===== src/rtl/gatilho_contador_if.sv =====
// Handshake bundle for gatilho_contador: shared tick, per-channel arm/count in, pulse/status out.
// The abort lane only exists when GATILHO_ABORT_EN is defined.
interface gatilho_contador_if #(
    parameter int CHANNELS = 4,
    parameter int COUNT_W  = 8
);
    logic                        tick;
    logic [CHANNELS-1:0]         start;
    logic [CHANNELS*COUNT_W-1:0] count_load;
`ifdef GATILHO_ABORT_EN
    logic [CHANNELS-1:0]         abort;
`endif
    logic [CHANNELS-1:0]         pulse_out;
    logic [CHANNELS-1:0]         done;
    logic [CHANNELS-1:0]         finished;
    logic [CHANNELS-1:0]         busy;

`ifdef GATILHO_ABORT_EN
    modport master (
        output tick, start, count_load, abort,
        input  pulse_out, done, finished, busy
    );
    modport slave (
        input  tick, start, count_load, abort,
        output pulse_out, done, finished, busy
    );
`else
    modport master (
        output tick, start, count_load,
        input  pulse_out, done, finished, busy
    );
    modport slave (
        input  tick, start, count_load,
        output pulse_out, done, finished, busy
    );
`endif
endinterface


===== src/rtl/gatilho_contador.sv =====
// Multi-channel pulse-count trigger: each armed channel forwards exactly N ticks, then flags done.
// Latency: start -> RUN next cycle; tick -> pulse_out one cycle later (registered enables, no gating).
// No backpressure: start is ignored while RUN; optional abort lane via GATILHO_ABORT_EN.
module gatilho_contador #(
    parameter int CHANNELS = 4,
    parameter int COUNT_W  = 8
) (
    input  logic               clk,
    input  logic               reset,
    gatilho_contador_if.slave  bus
);

    typedef enum logic [1:0] {
        ST_IDLE = 2'd0,
        ST_RUN  = 2'd1,
        ST_DONE = 2'd2
    } state_t;

    logic [CHANNELS-1:0] pulse_w;
    logic [CHANNELS-1:0] done_w;
    logic [CHANNELS-1:0] fin_w;
    logic [CHANNELS-1:0] busy_w;

    genvar i;
    generate
        for (i = 0; i < CHANNELS; i++) begin : g_ch
            state_t               state;
            logic [COUNT_W-1:0]   remaining;
            logic [COUNT_W-1:0]   load_val;
            logic                 pulse_q;
            logic                 done_q;
            logic                 fin_q;
            logic                 busy_q;

            assign load_val = bus.count_load[i*COUNT_W +: COUNT_W];

            always_ff @(posedge clk or negedge reset) begin
                if (!reset) begin
                    state     <= ST_IDLE;
                    remaining <= '0;
                    pulse_q   <= 1'b0;
                    done_q    <= 1'b0;
                    fin_q     <= 1'b0;
                    busy_q    <= 1'b0;
                end else begin
                    pulse_q <= 1'b0;
                    done_q  <= 1'b0;
                    unique case (state)
                        ST_IDLE, ST_DONE: begin
                            // Abort is deliberately not consulted here, so start always wins.
                            if (bus.start[i]) begin
                                remaining <= load_val;
                                if (load_val != '0) begin
                                    state  <= ST_RUN;
                                    busy_q <= 1'b1;
                                    fin_q  <= 1'b0;
                                end else begin
                                    state  <= ST_DONE;
                                    done_q <= 1'b1;
                                    fin_q  <= 1'b1;
                                    busy_q <= 1'b0;
                                end
                            end
                        end
                        ST_RUN: begin
`ifdef GATILHO_ABORT_EN
                            if (bus.abort[i]) begin
                                state     <= ST_IDLE;
                                remaining <= '0;
                                busy_q    <= 1'b0;
                                fin_q     <= 1'b0;
                            end else
`endif
                            if (bus.tick && remaining != '0) begin
                                pulse_q   <= 1'b1;
                                remaining <= remaining - COUNT_W'(1);
                                if (remaining == COUNT_W'(1)) begin
                                    state  <= ST_DONE;
                                    done_q <= 1'b1;
                                    fin_q  <= 1'b1;
                                    busy_q <= 1'b0;
                                end
                            end
                        end
                        default: begin
                            state     <= ST_IDLE;
                            remaining <= '0;
                            fin_q     <= 1'b0;
                            busy_q    <= 1'b0;
                        end
                    endcase
                end
            end

            assign pulse_w[i] = pulse_q;
            assign done_w[i]  = done_q;
            assign fin_w[i]   = fin_q;
            assign busy_w[i]  = busy_q;
        end
    endgenerate

    assign bus.pulse_out = pulse_w;
    assign bus.done      = done_w;
    assign bus.finished  = fin_w;
    assign bus.busy      = busy_w;

endmodule


===== src/flat_wrapper.sv =====
// flat-port wrapper written by rule: the top's interface ports become plain ports
module gatilho_contador_flat 
#(
    parameter int CHANNELS = 4,
    parameter int COUNT_W  = 8
)
  (clk, reset, bus_tick, bus_start, bus_count_load, bus_pulse_out, bus_done, bus_finished, bus_busy);
  gatilho_contador_if #(.CHANNELS(CHANNELS), .COUNT_W(COUNT_W)) bus_i ();
  input  logic clk;
  input  logic reset;
  input wire logic [$bits(bus_i.tick)-1:0] bus_tick;
  input wire logic [$bits(bus_i.start)-1:0] bus_start;
  input wire logic [$bits(bus_i.count_load)-1:0] bus_count_load;
  output wire logic [$bits(bus_i.pulse_out)-1:0] bus_pulse_out;
  output wire logic [$bits(bus_i.done)-1:0] bus_done;
  output wire logic [$bits(bus_i.finished)-1:0] bus_finished;
  output wire logic [$bits(bus_i.busy)-1:0] bus_busy;
  assign bus_i.tick = bus_tick;
  assign bus_i.start = bus_start;
  assign bus_i.count_load = bus_count_load;
  assign bus_pulse_out = bus_i.pulse_out;
  assign bus_done = bus_i.done;
  assign bus_finished = bus_i.finished;
  assign bus_busy = bus_i.busy;
  gatilho_contador #(.CHANNELS(CHANNELS), .COUNT_W(COUNT_W)) u_core (.clk(clk), .reset(reset), .bus(bus_i));
endmodule

===== config.mk =====
export PLATFORM = sky130hd
export DESIGN_NAME = gatilho_contador_flat
export DESIGN_NICKNAME = d
export VERILOG_FILES = /design/src/rtl/gatilho_contador_if.sv /design/src/rtl/gatilho_contador.sv /design/src/flat_wrapper.sv
export SDC_FILE = /design/constraint.sdc
export NUM_CORES = 1
export LEC_CHECK = 0
export BUFFER_PORTS_ARGS = -buffer_cell sky130_fd_sc_hd__buf_2
export CAP_MARGIN = 20
export CORE_AREA = 4 4 103 115
export CTS_BUF_LIST = sky130_fd_sc_hd__clkbuf_16
export DETAILED_ROUTE_END_ITERATION = 12
export DIE_AREA = 0 0 107 119
export PLACE_DENSITY = 0.55
export SLEW_MARGIN = 20
export SYNTH_ARGS = -nofsm -noshare
export SYNTH_HDL_FRONTEND = slang
export SYNTH_SLANG_ARGS = --single-unit

===== constraint.sdc =====
create_clock -name clk -period 3.8 [get_ports clk]
set_clock_uncertainty 0.1 [all_clocks]
set_input_delay 0.38 -clock clk [delete_from_list [all_inputs] [get_ports clk]]
set_output_delay 0.38 -clock clk [all_outputs]
set_load 0.02 [all_outputs]

==> flow_metrics.py <==
metrics = {
    "placement": {
        "dp_hpwl_um": 6090,
        "pre_cts_ws_ns": 1.48,
        "gp_congestion": 0.852,
        "portBuffers": 54,
    },
    "global_route": {
        "grt_antenna_before_repair": 0,
        "grt_max_degree": 26,
        "grt_pass1_vias": 2934,
        "grt_first_pass_wirelength_um": 14000,
        "grt-ovfl-total": 0,
        "gr-usage-all-layers": 0.132,
    },
    "clocking": {
        "cts.sinks": 48,
        "holdBufCountCts": 0,
        "htreeDepth": 2,
        "cts_buffers": 5,
        "cts_resized": 0,
        "cts_tree": "done",
        "root_buffer": "clkbuf_16",
        "clockBufferDepth": 2,
        "clk_pin_slew_worst_paths_ns": 0.07,
        "cts_setup_buffers": 0,
        "clkLatencyLatePin_ns": 0.28,
    },
    "die": {
        "start_util": 0.295,
        "dieArea_um2": 12700,
        "core_area_um2": 10700,
        "placementRows": 40,
        "io_pins": 55,
        "die_w_um": 107,
        "die_h_um": 119,
    },
    "synthesis": {
        "ys_types": 59,
        "yosysWarnings": 0,
        "async_flop_share": 1.00,
        "synth_area_per_cell_um2": 9.03,
        "synth-seq-cells": 48,
        "synthTopCellsByArea": "dfrtp_1 (38%), ha_1 (4.8%), mux2i_1 (3.8%)",
        "synth_flop_cell": "dfrtp_1",
        "synth_top_area_frac": 0.380,
        "synth_fp_nets": 401,
        "synth-edff-count": 0,
        "ys_seq_area_frac": 0.380,
        "syn_inst": 350,
        "synth_top_area_cell": "dfrtp_1",
        "syn_area_um2": 3160,
    },
    "timing": {
        "worst_slew_pin_slew_ns": 0.702,
        "slew-limit-headroom": 0.528,
        "rsz0062_at_grt": "false",
        "drv_slew": 0,
        "finalHoldViolations": 7,
        "timing.fmax_ghz": 0.433,
        "period_share": 0.607,
        "fin_ws_ns": 1.49,
        "setup_violations": 0,
        "fin_crit_ns": 2.31,
        "fin_setup_tns_ns": 0,
        "whs_ns": -0.0108,
    },
    "routing": {
        "drc": 0,
        "first_pass_iters": 4,
        "first_iter_violations": 148,
        "wirelength_um": 8080,
        "vias": 2854,
        "wl_per_cell_um": 15.2,
        "ant_nets": 0,
        "via_per_inst": 5.36,
    },
    "critical_path": {
        "cp-start-kind": "flip-flop",
        "critical_path.endpoint_type": "flip-flop",
        "crit_required_ns": 3.87,
        "cp_max_fo": 17,
        "worst_ep_arrival_time_ns": 2.38,
        "critPathKind": "reg2reg",
    },
    "final_layout": {
        "num_antenna_cells": 0,
        "syn_to_final_growth_pct": 14.0,
        "drive_above_1_share": 0.195,
        "nets": 435,
    },
    "power": {
        "power_density_nw_per_um2": 743,
        "p_leak_nw": 1.56,
        "ir_worst_vdd_mv": 0.309,
    },
    "min_path": {
        "hold_path_class": "in2async",
    },
    "flow_run": {
        "cap_violations": 0,
    },
    "outcome": {
        "status": "complete, but fails checks",
        "violations": "hold timing",
    },
}
sequential cells by signal, indices dropped and copies added (netlist names):
| signal | flops |
|---|---|
| u_core.g_ch.remaining | 32 |
| u_core.g_ch.busy_q | 4 |
| u_core.g_ch.done_q | 4 |
| u_core.g_ch.pulse_q | 4 |
| u_core.g_ch.state | 3 |
| u_core.g_ch.fin_q | 1 |
Yosys cell counts (2+ instances only):
cell / count
nor4_1: 17
a31oi_1: 9
o21ai_0: 22
nand2b_1: 5
o21ai_1: 2
o22ai_1: 16
nor3b_1: 2
ha_1: 12
nor2b_1: 14
o211ai_1: 7
a32oi_1: 2
buf_2: 8
a22oi_1: 3
mux2i_1: 12
and2_1: 2
a21oi_1: 18
a22o_1: 2
o311ai_0: 4
inv_1: 18
nor3_1: 10
nor2_1: 26
dfrtp_1: 48
buf_4: 16
mux2_1: 2
and3_1: 2
or3_1: 2
nand4_1: 4
nand3_1: 10
nand3b_1: 2
or4_1: 5
a21o_1: 2
nand2_1: 17
or3b_2: 2
clkbuf_1: 2
cells by family (layout without fill, tap and decap cells):
| logic type | count (synthesis) | in the layout | synth area share |
|---|---|---|---|
| AND/OR/NAND/NOR | 130 | 130 | 0.239 |
| AO/OA/AOI/OAI | 100 | 100 | 0.209 |
| flip-flops | 48 | 48 | 0.380 |
| buffers and inverters | 46 | 81 | 0.0792 |
| multiplexers | 14 | 14 | 0.0451 |
| adder cells (fa/ha/maj) | 12 | 12 | 0.0475 |
per-stage QoR:
stage / instances / instance area (um2) / hold slack (ns) / util / power (mW)
global route: 532 / 3600 / 0.0417 / 0.336 / 2.92
global placement: 524 / 3440 / 0.317 / 0.321 / 2.15
CTS: 532 / 3600 / 0.0119 / 0.336 / 2.69
finish: 532 / 3600 / -0.0108 / 0.336 / 2.67
floorplan: 350 / 3160 / -0.0156 / - / 1.90
detailed placement: 524 / 3440 / 0.318 / 0.321 / 2.18
worst max-delay path, stage by stage (launching register included):
cell and delay [ns]:
dfrtp_1 0.66, nand2b_4 0.25, a21boi_2 0.26, nor2b_1 0.54
mux2_1 0.38
cell usage in the layout, fill, tap and decap left out, drive strengths merged, types with 2 or more instances in the layout:
master / n
mux2: 2
o21ai: 25
or4: 6
or3: 2
nor4: 19
nor3b: 2
mux2i: 12
and2: 2
nand3b: 2
inv: 18
dfrtp: 48
or3b: 2
o311ai: 5
nand2: 17
o22ai: 17
nor3: 11
nand3: 10
a32oi: 2
o211ai: 7
a21oi: 19
buf: 55
a22oi: 3
and3: 2
ha: 12
clkinv: 2
a21o: 2
nand2b: 6
clkbuf: 5
nand4: 4
nor2: 26
a22o: 2
or4b: 2
nor2b: 14
a31oi: 9
where the power goes:
| part | total (mW) | switching, mW | leakage, nW | internal, mW |
|---|---|---|---|---|
| sequential | 0.999 | 0.287 | 0.592 | 0.712 |
| clock | 0.504 | 0.197 | 0.0789 | 0.307 |
| combinational | 1.17 | 0.683 | 0.894 | 0.488 |
final cells by class:
class | instances | area, um2
Clock buffer | 5 | 125
Clock inverter | 3 | 37.5
Fill cell | 1156 | 7110
Inverter | 18 | 67.6
Multi-Input combinational cell | 256 | 1710
Sequential cell | 48 | 1200
Tap cell | 147 | 184
Timing Repair Buffer | 55 | 278
final timing paths:
path                                             start                          end  slack (ns)  depth (start not counted)
max in group asynchronous                        reset  u_core.g_ch[1].remaining[7]        2.86                          2
hold reg to reg            u_core.g_ch[3].remaining[1]  u_core.g_ch[3].remaining[1]        0.45                          1
min in group clk                     bus_count_load[0]  u_core.g_ch[0].remaining[0]        0.26                          3
setup reg to reg                 u_core.g_ch[3].busy_q  u_core.g_ch[3].remaining[1]        1.49                          4
hold / removal                                   reset        u_core.g_ch[3].busy_q       -0.01                          1
setup / recovery                 u_core.g_ch[3].busy_q  u_core.g_ch[3].remaining[1]        1.49                          4
layer usage:
metal / part of all wire / vias up / global-route usage
li1: - / 1362 / -
met1: 0.46 / 1395 / 0.176
met4: 0.022 / 0 / 0.0424
met5: 0 / - / 0
met3: 0.054 / 15 / 0.0287
met2: 0.47 / 82 / 0.213
No activity file was read; power rests on OpenSTA's default activity.
